$ cat src/rtl/pragmatic_pkg.sv
// Shared types and constants for the 16-lane Pragmatic bit-serial MAC sequencer.
package pragmatic_pkg;

    localparam int LANES   = 16;
    localparam int W_WIDTH = 8;
    localparam int SH1_MAX = 3;

    typedef logic [1:0] sh1_t;
    typedef logic [2:0] sh2_t;

    typedef enum logic [1:0] {
        IDLE    = 2'd0,
        COMPUTE = 2'd1,
        DRAIN   = 2'd2
    } state_t;

    // Magnitude of a two's complement weight; -128 keeps its 0x80 pattern.
    function automatic logic [W_WIDTH-1:0] abs_mag(input logic [W_WIDTH-1:0] w);
        logic [W_WIDTH-1:0] m;
        if (w[W_WIDTH-1]) begin
            m = ~w + {{(W_WIDTH-1){1'b0}}, 1'b1};
        end else begin
            m = w;
        end
        return m;
    endfunction

endpackage

$ cat src/rtl/pragmatic_lane_pick.sv
// Per-lane essential-bit picker: finds the lowest remaining set bit and decides
// whether it falls inside the first-stage shift window above the shared base.
module pragmatic_lane_pick
    import pragmatic_pkg::*;
(
    input  logic [W_WIDTH-1:0] rem,
    input  sh2_t               base,
    output sh2_t               p,
    output logic               v,
    output logic               fire,
    output sh1_t               sel,
    output logic [W_WIDTH-1:0] rem_next
);

    sh2_t diff_s;

    // Lowest set bit of the remaining magnitude (descending scan keeps the minimum)
    always_comb begin
        p = 3'd0;
        for (int i = W_WIDTH - 1; i >= 0; i--) begin
            if (rem[i]) begin
                p = 3'(i);
            end else begin
                p = p;
            end
        end
    end

    // Window test against the base and clearing of the consumed bit
    always_comb begin
        v        = (rem != {W_WIDTH{1'b0}});
        diff_s   = p - base;
        fire     = v && (diff_s <= sh2_t'(SH1_MAX));
        sel      = 2'd0;
        rem_next = rem;
        if (fire) begin
            sel         = diff_s[1:0];
            rem_next[p] = 1'b0;
        end else begin
            sel      = 2'd0;
            rem_next = rem;
        end
    end

endmodule

$ cat src/rtl/pragmatic_sched_16.sv
// Job sequencer for the 16-lane Pragmatic MAC: decomposes weights into set bits,
// issues shift/sign controls per cycle, then a drain cycle and an acc_valid pulse.
module pragmatic_sched_16
    import pragmatic_pkg::*;
(
    input  logic                             clk,
    input  logic                             reset,
    input  logic                             cmd_valid,
    output logic                             cmd_ready,
    input  logic                             cmd_first,
    input  logic [LANES-1:0][W_WIDTH-1:0]    cmd_w,
    output logic                             mac_en,
    output logic                             load_accum,
    output logic [LANES-1:0][1:0]            shift_1st_sel,
    output logic [LANES-1:0]                 shift_1st_en,
    output logic [LANES-1:0]                 is_neg,
    output logic [2:0]                       shift_2nd_sel,
    output logic                             shift_2nd_en,
    output logic                             acc_valid,
    output logic                             busy
);

    state_t               state_r, state_nxt_s;
    logic [W_WIDTH-1:0]   rem_r      [LANES];
    logic [LANES-1:0]     sgn_r;

    logic                 accept_s;
    logic [W_WIDTH-1:0]   pick_in_s  [LANES];
    logic [LANES-1:0]     sgn_in_s;
    sh2_t                 p_s        [LANES];
    logic                 v_s        [LANES];
    logic                 fire_s     [LANES];
    sh1_t                 sel_s      [LANES];
    logic [W_WIDTH-1:0]   rem_pick_s [LANES];
    sh2_t                 base_s;
    logic                 any_fire_s;
    logic                 rem_zero_s;

    logic                 issue_s;
    logic [W_WIDTH-1:0]   rem_nxt_s  [LANES];
    logic [LANES-1:0]     sgn_nxt_s;
    logic                 mac_en_nxt_s, load_nxt_s, acc_nxt_s, busy_nxt_s, ready_nxt_s;
    logic [LANES-1:0][1:0] sel_nxt_s;
    logic [LANES-1:0]     en_nxt_s, neg_nxt_s;
    sh2_t                 sh2_nxt_s;
    logic                 sh2_en_nxt_s;

    // Outputs are registered, so the picker looks at the bits of the cycle being
    // entered: the new job's weights on accept, otherwise the stored remainder.
    always_comb begin
        accept_s   = cmd_valid && cmd_ready;
        rem_zero_s = 1'b1;
        for (int j = 0; j < LANES; j++) begin
            if (accept_s) begin
                pick_in_s[j] = abs_mag(cmd_w[j]);
                sgn_in_s[j]  = cmd_w[j][W_WIDTH-1];
            end else begin
                pick_in_s[j] = rem_r[j];
                sgn_in_s[j]  = sgn_r[j];
            end
            rem_zero_s = rem_zero_s && (rem_r[j] == {W_WIDTH{1'b0}});
        end
    end

    for (genvar j = 0; j < LANES; j++) begin : g_lane
        pragmatic_lane_pick u_pick (
            .rem      (pick_in_s[j]),
            .base     (base_s),
            .p        (p_s[j]),
            .v        (v_s[j]),
            .fire     (fire_s[j]),
            .sel      (sel_s[j]),
            .rem_next (rem_pick_s[j])
        );
    end

    // Shared base: minimum lowest-set-bit over lanes with work left, 0 if none
    always_comb begin
        logic any_v;
        sh2_t min_p;
        any_v = 1'b0;
        min_p = 3'd7;
        for (int j = 0; j < LANES; j++) begin
            if (v_s[j] && (p_s[j] < min_p)) begin
                min_p = p_s[j];
            end else begin
                min_p = min_p;
            end
            any_v = any_v || v_s[j];
        end
        base_s = any_v ? min_p : 3'd0;
    end

    // Any lane firing enables the second-stage shifter
    always_comb begin
        any_fire_s = 1'b0;
        for (int j = 0; j < LANES; j++) begin
            any_fire_s = any_fire_s || fire_s[j];
        end
    end

    // Next-state and next-output decode
    always_comb begin
        state_nxt_s  = state_r;
        issue_s      = 1'b0;
        load_nxt_s   = 1'b0;
        acc_nxt_s    = 1'b0;
        mac_en_nxt_s = 1'b0;
        sel_nxt_s    = {(2*LANES){1'b0}};
        en_nxt_s     = {LANES{1'b0}};
        neg_nxt_s    = {LANES{1'b0}};
        sh2_nxt_s    = 3'd0;
        sh2_en_nxt_s = 1'b0;
        sgn_nxt_s    = sgn_r;
        for (int j = 0; j < LANES; j++) begin
            rem_nxt_s[j] = rem_r[j];
        end

        case (state_r)
            IDLE: begin
                if (accept_s) begin
                    issue_s    = 1'b1;
                    load_nxt_s = cmd_first;
                end else begin
                    state_nxt_s = IDLE;
                end
            end
            COMPUTE: begin
                if (rem_zero_s) begin
                    state_nxt_s  = DRAIN;
                    mac_en_nxt_s = 1'b1;
                end else begin
                    issue_s = 1'b1;
                end
            end
            DRAIN: begin
                acc_nxt_s = 1'b1;
                if (accept_s) begin
                    issue_s    = 1'b1;
                    load_nxt_s = cmd_first;
                end else begin
                    state_nxt_s = IDLE;
                end
            end
            default: begin
                state_nxt_s = IDLE;
            end
        endcase

        if (issue_s) begin
            state_nxt_s  = COMPUTE;
            mac_en_nxt_s = 1'b1;
            sh2_nxt_s    = base_s;
            sh2_en_nxt_s = any_fire_s;
            for (int j = 0; j < LANES; j++) begin
                sel_nxt_s[j] = sel_s[j];
                en_nxt_s[j]  = fire_s[j];
                neg_nxt_s[j] = fire_s[j] && sgn_in_s[j];
                rem_nxt_s[j] = rem_pick_s[j];
                sgn_nxt_s[j] = sgn_in_s[j];
            end
        end else begin
            sh2_nxt_s = 3'd0;
        end

        busy_nxt_s  = (state_nxt_s != IDLE);
        ready_nxt_s = (state_nxt_s != COMPUTE);
    end

    // State, remainder and registered output update
    always_ff @(posedge clk) begin
        if (reset) begin
            state_r       <= IDLE;
            sgn_r         <= {LANES{1'b0}};
            for (int j = 0; j < LANES; j++) begin
                rem_r[j] <= {W_WIDTH{1'b0}};
            end
            cmd_ready     <= 1'b1;
            mac_en        <= 1'b0;
            load_accum    <= 1'b0;
            shift_1st_sel <= {(2*LANES){1'b0}};
            shift_1st_en  <= {LANES{1'b0}};
            is_neg        <= {LANES{1'b0}};
            shift_2nd_sel <= 3'd0;
            shift_2nd_en  <= 1'b0;
            acc_valid     <= 1'b0;
            busy          <= 1'b0;
        end else begin
            state_r       <= state_nxt_s;
            sgn_r         <= sgn_nxt_s;
            for (int j = 0; j < LANES; j++) begin
                rem_r[j] <= rem_nxt_s[j];
            end
            cmd_ready     <= ready_nxt_s;
            mac_en        <= mac_en_nxt_s;
            load_accum    <= load_nxt_s;
            shift_1st_sel <= sel_nxt_s;
            shift_1st_en  <= en_nxt_s;
            is_neg        <= neg_nxt_s;
            shift_2nd_sel <= sh2_nxt_s;
            shift_2nd_en  <= sh2_en_nxt_s;
            acc_valid     <= acc_nxt_s;
            busy          <= busy_nxt_s;
        end
    end

endmodule

$ cat config.mk
export PLATFORM = sky130hd
export DESIGN_NAME = pragmatic_sched_16
export DESIGN_NICKNAME = d
export VERILOG_FILES = /design/src/rtl/pragmatic_pkg.sv /design/src/rtl/pragmatic_lane_pick.sv /design/src/rtl/pragmatic_sched_16.sv
export SDC_FILE = /design/constraint.sdc
export NUM_CORES = 1
export LEC_CHECK = 0
export CORE_MARGIN = 3
export CORE_UTILIZATION = 40
export DETAILED_ROUTE_END_ITERATION = 8
export PLACE_DENSITY_LB_ADDON = 0.3
export SYNTH_ARGS = -nofsm -noshare
export SYNTH_HDL_FRONTEND = slang
export SYNTH_SLANG_ARGS = --single-unit
$ cat constraint.sdc
create_clock -name clk -period 52.7 [get_ports clk]
set_clock_uncertainty 0.05 [all_clocks]
set_input_delay 7.905 -clock clk [delete_from_list [all_inputs] [get_ports clk]]
set_output_delay 7.905 -clock clk [all_outputs]
set_load 0.01 [all_outputs]
==> results of run 1 <==
==> area by class of cell <==
| cell class | instances | share of cell area, % |
|---|---|---|
| Inverter | 127 | 2.41 |
| Clock inverter | 7 | 0.461 |
| Clock buffer | 43 | 4.12 |
| Tap cell | 525 | 3.32 |
| Sequential cell | 218 | 22.0 |
| Multi-Input combinational cell | 1758 | 56.6 |
| Timing Repair Buffer | 224 | 11.1 |
==> registers in the layout, indices dropped and copies added, names as in the netlist <==
register / cells
sgn_r: 16
shift_1st_en: 16
shift_2nd_en: 1
shift_2nd_sel: 3
cmd_ready: 1
state_r: 2
acc_valid: 1
is_neg: 16
rem_r: 128
shift_1st_sel: 32
load_accum: 1
mac_en: 1
==> path summary, 6_finish.rpt <==
path	startpoint	to	slack, ps	depth (start not counted)
worst max register to register	cmd_ready	rem_r[1][53]	30800	102
worst max-delay path	cmd_valid	rem_r[1][53]	23000	102
worst min-delay path	sgn_r[4]	is_neg[4]	400	2
worst min register to register	sgn_r[4]	is_neg[4]	400	2
==> worst max-delay path, delay by kind of cell <==
kind / cells / cell delay [ps]
AO/OA/AOI/OAI: 42 / 6490
adder cells (fa/ha/maj): 16 / 4620
multiplexers: 8 / 2970
buffers and inverters: 7 / 2130
AND/OR/NAND/NOR: 29 / 5880
==> cells by family after synthesis <==
kind of cell,after synthesis,share of synthesized area [%]
buffers and inverters,241,5.94
multiplexers,74,4.69
flip-flops,218,26.4
AND/OR/NAND/NOR,869,25.9
XOR/XNOR,79,4.67
adder cells (fa/ha/maj),65,5.66
AO/OA/AOI/OAI,671,26.7
==> through the flow <==
step	worst slack, ps	std cells
2_1_floorplan	24780	2217
5_1_grt	21250	2902
6_report	23000	2902
3_5_place_dp	22760	2852
4_1_cts	23260	2902
3_3_place_gp	23520	2852
==> layer usage <==
metal  share of wire [%]  routed length (um)
met3                 7.0                4060
met4                 2.5                1480
met1                  44               26000
met5                   0                   0
met2                  46               27000
==> placed cells by master, fill, tap and decap left out, types with 34 or more instances in the layout <==
cell type / netlist / layout
a21oi_1: 204 / 203
clkdlybuf4s50_1: 0 / 203
dfxtp_1: 218 / 218
ha_1: 49 / 49
inv_1: 127 / 127
mux2i_1: 59 / 59
nand2_1: 276 / 274
nand2b_1: 34 / 34
nor2_1: 194 / 191
nor3_1: 61 / 61
nor4_1: 52 / 52
o21ai_0: 112 / 112
o31ai_1: 46 / 46
or3_1: 40 / 40
xnor2_1: 36 / 36
xor2_1: 34 / 34
==> flow_summary_export.csv, run 1 <==
group,metric,value,unit
routing,avgRoutedWirePerCell,20.1,um
worst_setup_path,crit_fanout,41,
global_routing,busiest_layer,"met2",
routing,drc_errors,0,
timing,setup_tns,0,ps
place,post_dp_cell_area,18900,um2
worst_setup_path,critPathMaxStageDelay,940,ps
routing,via_per_inst,6.04,
synth,synth_area_leaders,"dfxtp_1 (26%), nand2_1 (6.3%), a21oi_1 (6.2%), nor2_1 (4.4%), ha_1 (3.7%)",
synth,ys.flop_type,"dfxtp_1",
min_path,hold_path.class,"register to register",
global_routing,use_met3,3.78,%
worst_setup_path,critPathRequiredTime,53060,ps
final_layout,antenna_cells,0,
timing,setup_viol_count_final,0,
timing,period_share,56.4,%
clock_network,cts.sinks,218,
synth,yosysWarnings,0,
floorplanning,pin_count,205,
synth,syn_area_per_cell,7.44,um2
clock_network,post-cts-setup-buffer-count,0,
clock_network,cts_root_buf,"clkbuf_16",
place,port_buffers,204,
worst_setup_path,cp_slowest_cell,"clkdlybuf4s50_1",
routing,drt_iter0_drc,1417,
synth,ys_types,91,
worst_setup_path,start_kind,"primary input",
clock_network,htreeDepth,1,
timing,worst-slew-pin-transition,1130,ps
final_layout,nets,2553,
global_routing,grt_pass1_vias,16600,
worst_setup_path,endpoint_kind,"register",
floorplanning,fp.dieW,209,um
global_routing,grt_overflow,0,
floorplanning,die_h,209,um
timing,fmax,33.7,MHz
place,hpwl,42700,um
timing,rsz0062_at_grt,"no",
synth,syn-num-nets,2414,
routing,ant_nets,0,
final_layout,fillCellCount,3930,
clock_network,cts_buffer_depth,3,
global_routing,use_met1,34.9,%
clock_network,cts_tree,"done",
global_routing,grt_util_met2,42.1,%
synth,async_reset_ff_share,0,%
final_layout,finish.utilization,49.2,%
worst_setup_path,worstSetupPathType,"primary input to register",
worst_setup_path,crit_top_cell,"ha_1",
timing,max_slew_margin,22.8,%
flow_run,drv_cap,0,
synth,synth-seq-cells,218,
routing,wl,58500,um
synth,synthMostInstantiatedCell,"nand2_1",
final_layout,drive_gt1_share,5.85,%
global_routing,grt_pass1_wl,91900,um
global_routing,grt_antenna_before_repair,0,
synth,syn_area,16500,um2
floorplanning,core_area,40300,um2
worst_setup_path,arrival,30060,ps
timing,slew_viol_final,0,
routing,dr.pass1.iters,6,
timing,final_hold_viol_count,0,
synth,synth_edf_count,0,
floorplanning,die-area,43700,um2
floorplanning,start_util,41.0,%
final_layout,final_area,19800,um2
clock_network,ctsHoldBuffers,0,
final_layout,area_growth,20.0,%
routing,num_vias,17500,
clock_network,clock_latency,560,ps
floorplanning,rows,73,
global_routing,grt_max_degree,89,
global_routing,grtUsageTotal,25.5,%
outcome,status,"finished, final reports clean",
synth,yosysSeqAreaShare,26.4,%
timing,min_period,29700,ps
final_layout,multiInputGateArea,11200,um2
synth,yosysTopAreaCell,"dfxtp_1",
place,place.gp.congestion,0.938,
clock_network,cts-buffers-inserted,27,
timing,hold_ws,403,ps
final_layout,regArea,4360,um2
clock_network,path_clk_slew,60,ps
synth,synth_top_area_share,26.4,%
synth,synthCells,2217,
synth,synth_common_cells,"nand2_1 (276), dfxtp_1 (218), a21oi_1 (204)",
clock_network,post_cts_resized,0,
Power of run 1 is not shown: default switching activity piles up to over one toggle a cycle in this logic, so the estimate is an artifact.
==> run 2, diff against run 1 <==
clock period = 27.2 ns   (was 52.7 ns; I/O delays follow)
==> run 2 against run 1 <==
Compared with the run above: utilization up 0.27 points; first-iteration DRC count increased by 6.8%; sequential cell count unchanged; die area did not move; global-route usage decreased by 0.21 points; critical path depth down 1; count of clock-buffer cells in the layout is 8 lower; routed wire length fell by 0.77%; register-to-register slack got worse by 25000 ps; sequential share of layout area is 0.12 points lower; non-clock buffer count increased by 3; critical path type unchanged; highest routed layer unchanged.
==> flow_summary_export.csv, run 2 (synthesized netlist as in run 1, its figures left out) <==
group,metric,value,unit
routing,avgRoutedWirePerCell,20.0,um
routing,num_vias,17500,
clock_network,cts.sinks,218,
worst_setup_path,critPathMaxStageDelay,760,ps
final_layout,top_regs,"rem_r (128), shift_1st_sel (32)",
timing,period_share,93.3,%
final_layout,regMostFlops,"rem_r",
clock_network,cts_root_buf,"clkbuf_16",
global_routing,grt_pass1_wl,91500,um
worst_setup_path,arrival,25720,ps
worst_setup_path,crit_top_cell,"ha_1",
timing,max_slew_margin,33.8,%
timing,final_hold_viol_count,0,
final_layout,final_cell_mix,"nand2_1 (274), dfxtp_1 (218), a21oi_1 (203), clkdlybuf4s50_1 (203), nor2_1 (191)",
floorplanning,start_util,41.0,%
clock_network,cts_tree,"done",
routing,drc_errors,0,
clock_network,cts_buffer_depth,3,
worst_setup_path,crit_fanout,16,
outcome,status,"finished, final reports clean",
clock_network,cts-buffers-inserted,27,
timing,setup_tns,0,ps
routing,via_per_inst,6.03,
global_routing,grt_util_met2,42.0,%
worst_setup_path,critPathRequiredTime,27560,ps
global_routing,grt_max_degree,99,
clock_network,htreeDepth,1,
final_layout,drive_gt1_share,6.31,%
floorplanning,pin_count,205,
floorplanning,fp.dieW,209,um
final_layout,antenna_cells,0,
final_layout,mostFrequentLayoutCell,"nand2_1",
routing,ant_nets,0,
min_path,hold_path.class,"register to register",
final_layout,nets,2556,
global_routing,grt_antenna_before_repair,0,
floorplanning,die_h,209,um
global_routing,use_met1,34.6,%
global_routing,busiest_layer,"met2",
place,hpwl,42300,um
routing,dr.pass1.iters,5,
flow_run,drv_cap,0,
timing,setup_viol_count_final,0,
floorplanning,rows,73,
final_layout,area_growth,20.7,%
global_routing,grtUsageTotal,25.3,%
place,port_buffers,204,
clock_network,clock_latency,570,ps
timing,slew_viol_final,0,
worst_setup_path,endpoint_kind,"register",
global_routing,grt_pass1_vias,16500,
global_routing,grt_overflow,0,
timing,min_period,25360,ps
timing,worst-slew-pin-transition,992,ps
worst_setup_path,cp_slowest_cell,"mux2i_2",
worst_setup_path,worstSetupPathType,"primary input to register",
timing,rsz0062_at_grt,"no",
global_routing,use_met3,3.68,%
floorplanning,die-area,43700,um2
clock_network,ctsHoldBuffers,0,
floorplanning,core_area,40300,um2
timing,fmax,39.4,MHz
routing,wl,58000,um
worst_setup_path,start_kind,"primary input",
final_layout,largest_reg_flops,128,
place,place.gp.congestion,0.959,
routing,drt_iter0_drc,1513,
clock_network,path_clk_slew,70,ps
[run 2: cell types whose count changed in the layout (fill, tap and decap cells not counted), sizes merged]
cell | previous run | this run
buf | 21 | 24
inv | 128 | 127
clkinvlp | 1 | 4
clkbuf | 43 | 35
bufinv | 2 | 5
[run 2: worst max-delay path: cells and delay by family]
family / cells / cell delay, ps
XOR/XNOR: 1 / 240
buffers and inverters: 8 / 1330
AND/OR/NAND/NOR: 26 / 5390
multiplexers: 8 / 3330
adder cells (fa/ha/maj): 17 / 4810
AO/OA/AOI/OAI: 41 / 6520
[run 2: layer usage]
metal / wire (um) / share of wire [%]
met1: 25500 / 44
met2: 26900 / 46
met3: 4110 / 7.1
met4: 1470 / 2.5
met5: 0 / 0
[run 2: repair_timing]
action,4_1_cts,5_1_grt
setup buffers,0,5
endpoints found under the setup margin,0,29
gates resized for setup,0,4
endpoints found under the hold margin,0,0
[run 2: layout make-up]
cell class                      count  area (um2)
Clock buffer                       35         776
Clock inverter                     12         203
Fill cell                        3838       20400
Inverter                          127         477
Multi-Input combinational cell   1758       11200
Sequential cell                   218        4360
Tap cell                          525         657
Timing Repair Buffer              227        2210
[run 2: worst paths after layout]
check,start,end,slack (ps),cells after the start
setup / recovery,cmd_w[8],shift_2nd_en,1840,101
hold / removal,sgn_r[3],sgn_r[3],410,2
setup reg to reg,cmd_ready,shift_2nd_en,5930,100
hold reg to reg,sgn_r[3],sgn_r[3],410,2
[run 2: per-stage QoR]
| step | cell area [um2] | hold WS [ps] | worst slack (ps) | util (%) | instances |
|---|---|---|---|---|---|
| 2_1_floorplan | 16500 | 383 | 3110 | - | 2217 |
| 3_3_place_gp | 18900 | 391 | 1770 | 46.9 | 2850 |
| 3_5_place_dp | 18900 | 397 | 1050 | 46.9 | 2850 |
| 4_1_cts | 19900 | 405 | 1560 | 49.3 | 2897 |
| 5_1_grt | 19900 | 420 | 131 | 49.5 | 2902 |
| 6_report | 19900 | 405 | 1840 | 49.5 | 2902 |
Power of run 2 is left out for the same reason.
==> run 3, diff against run 2 <==
MAX_ROUTING_LAYER = met4   (was not set)
==> run 3 against run 2 <==
Compared with the run above: maximum frequency decreased by 0.75%; global-route usage increased by 0.84 points; setup slack got worse by 190 ps; sequential share of layout area about the same; via count about the same; largest cell class unchanged; die area unchanged; hold slack about the same; critical path type unchanged; design area about the same.
==> flow_summary_export.csv, run 3 (synthesized netlist as in run 1, its figures left out) <==
group,metric,value,unit
clock_network,htreeDepth,1,
timing,setup_tns,0,ps
final_layout,mostFrequentLayoutCell,"nand2_1",
clock_network,clock_latency,580,ps
floorplanning,pin_count,205,
timing,slew_viol_final,0,
worst_setup_path,crit_fanout,16,
clock_network,cts-buffers-inserted,28,
floorplanning,fp.dieW,209,um
routing,dr.pass1.iters,6,
outcome,status,"finished, final reports clean",
final_layout,top_regs,"rem_r (128), shift_1st_sel (32)",
worst_setup_path,critPathRequiredTime,27550,ps
routing,drc_errors,0,
timing,setup_slack,1640,ps
global_routing,grt_antenna_before_repair,2,
timing,fmax,39.1,MHz
timing,period_share,94.0,%
routing,wl,58200,um
routing,avgRoutedWirePerCell,20.0,um
routing,via_per_inst,6.03,
final_layout,multiInputGateArea,11200,um2
place,hpwl,42700,um
final_layout,largest_reg_flops,128,
clock_network,post-cts-setup-buffer-count,0,
floorplanning,rows,73,
min_path,hold_path.class,"register to register",
clock_network,cts_root_buf,"clkbuf_16",
worst_setup_path,endpoint_kind,"register",
timing,final_hold_viol_count,0,
worst_setup_path,cp_slowest_cell,"or4_1",
worst_setup_path,crit_top_cell,"ha_1",
global_routing,grt_max_degree,98,
clock_network,cts_buffer_depth,3,
clock_network,post_cts_resized,0,
global_routing,grt_pass1_vias,16500,
global_routing,grtUsageTotal,26.1,%
final_layout,drive_gt1_share,6.22,%
floorplanning,die-area,43700,um2
timing,worst-slew-pin-transition,1020,ps
worst_setup_path,arrival,25910,ps
timing,min_period,25560,ps
flow_run,drv_cap,0,
clock_network,cts_tree,"done",
worst_setup_path,start_kind,"primary input",
final_layout,area_growth,20.6,%
worst_setup_path,worstSetupPathType,"primary input to register",
clock_network,path_clk_slew,60,ps
worst_setup_path,critPathMaxStageDelay,640,ps
final_layout,final_area,19900,um2
clock_network,cts.sinks,218,
place,pre_cts_ws,1250,ps
final_layout,nets,2553,
place,port_buffers,204,
floorplanning,core_area,40300,um2
place,place.gp.congestion,0.984,
timing,setup_viol_count_final,0,
final_layout,fillCellCount,3892,
global_routing,grt_pass1_wl,91200,um
final_layout,regArea,4360,um2
place,post_dp_cell_area,18900,um2
routing,drt_iter0_drc,1648,
final_layout,final_cell_mix,"nand2_1 (274), dfxtp_1 (218), a21oi_1 (203), clkdlybuf4s50_1 (203), nor2_1 (191)",
floorplanning,start_util,41.0,%
final_layout,regMostFlops,"rem_r",
routing,ant_nets,0,
clock_network,ctsHoldBuffers,0,
timing,max_slew_margin,32.0,%
routing,num_vias,17500,
floorplanning,die_h,209,um
timing,rsz0062_at_grt,"no",
global_routing,grt_overflow,0,
## run 3: layout make-up
type                            count  area share, %
Antenna cell                        1         0.0126
Clock buffer                       31           3.73
Clock inverter                     21           1.29
Inverter                          127           2.40
Multi-Input combinational cell   1758           56.4
Sequential cell                   218           21.9
Tap cell                          525           3.30
Timing Repair Buffer              223           11.0
## run 3: critical path: cells and delay by family
kind            cells  cell delay, ps
simple gates       28            6310
buf+inv             8            1360
mux                 7            2660
fa+ha+maj          17            4830
compound gates     42            6630
## run 3: path summary, 6_finish.rpt
check | start | to | slack [ps] | depth (start not counted)
worst max-delay path | cmd_w[8] | shift_2nd_en | 1640 | 102
worst max register to register | cmd_ready | shift_2nd_en | 5720 | 101
worst min-delay path | sgn_r[10] | sgn_r[10] | 410 | 2
worst min register to register | sgn_r[10] | sgn_r[10] | 410 | 2
## run 3: per-stage QoR
stage                     hold slack [ps]  util (%)  std cells
final                                 405      49.4       2904
after global routing                  414      49.4       2904
after CTS                             405      49.4       2903
after detailed placement              397      46.9       2851
after global placement                391      46.9       2851
after floorplan                       383         -       2217
## run 3: routing by layer
metal / track usage, % / vias to the layer above / share of wire (%)
li1: - / 8368 / -
met2: 41.4 / 728 / 46
met3: 3.98 / 135 / 7.1
met5: - / - / 0
met4: 7.90 / 0 / 3.2
met1: 34.6 / 8273 / 44
Power of run 3 is left out for the same reason.
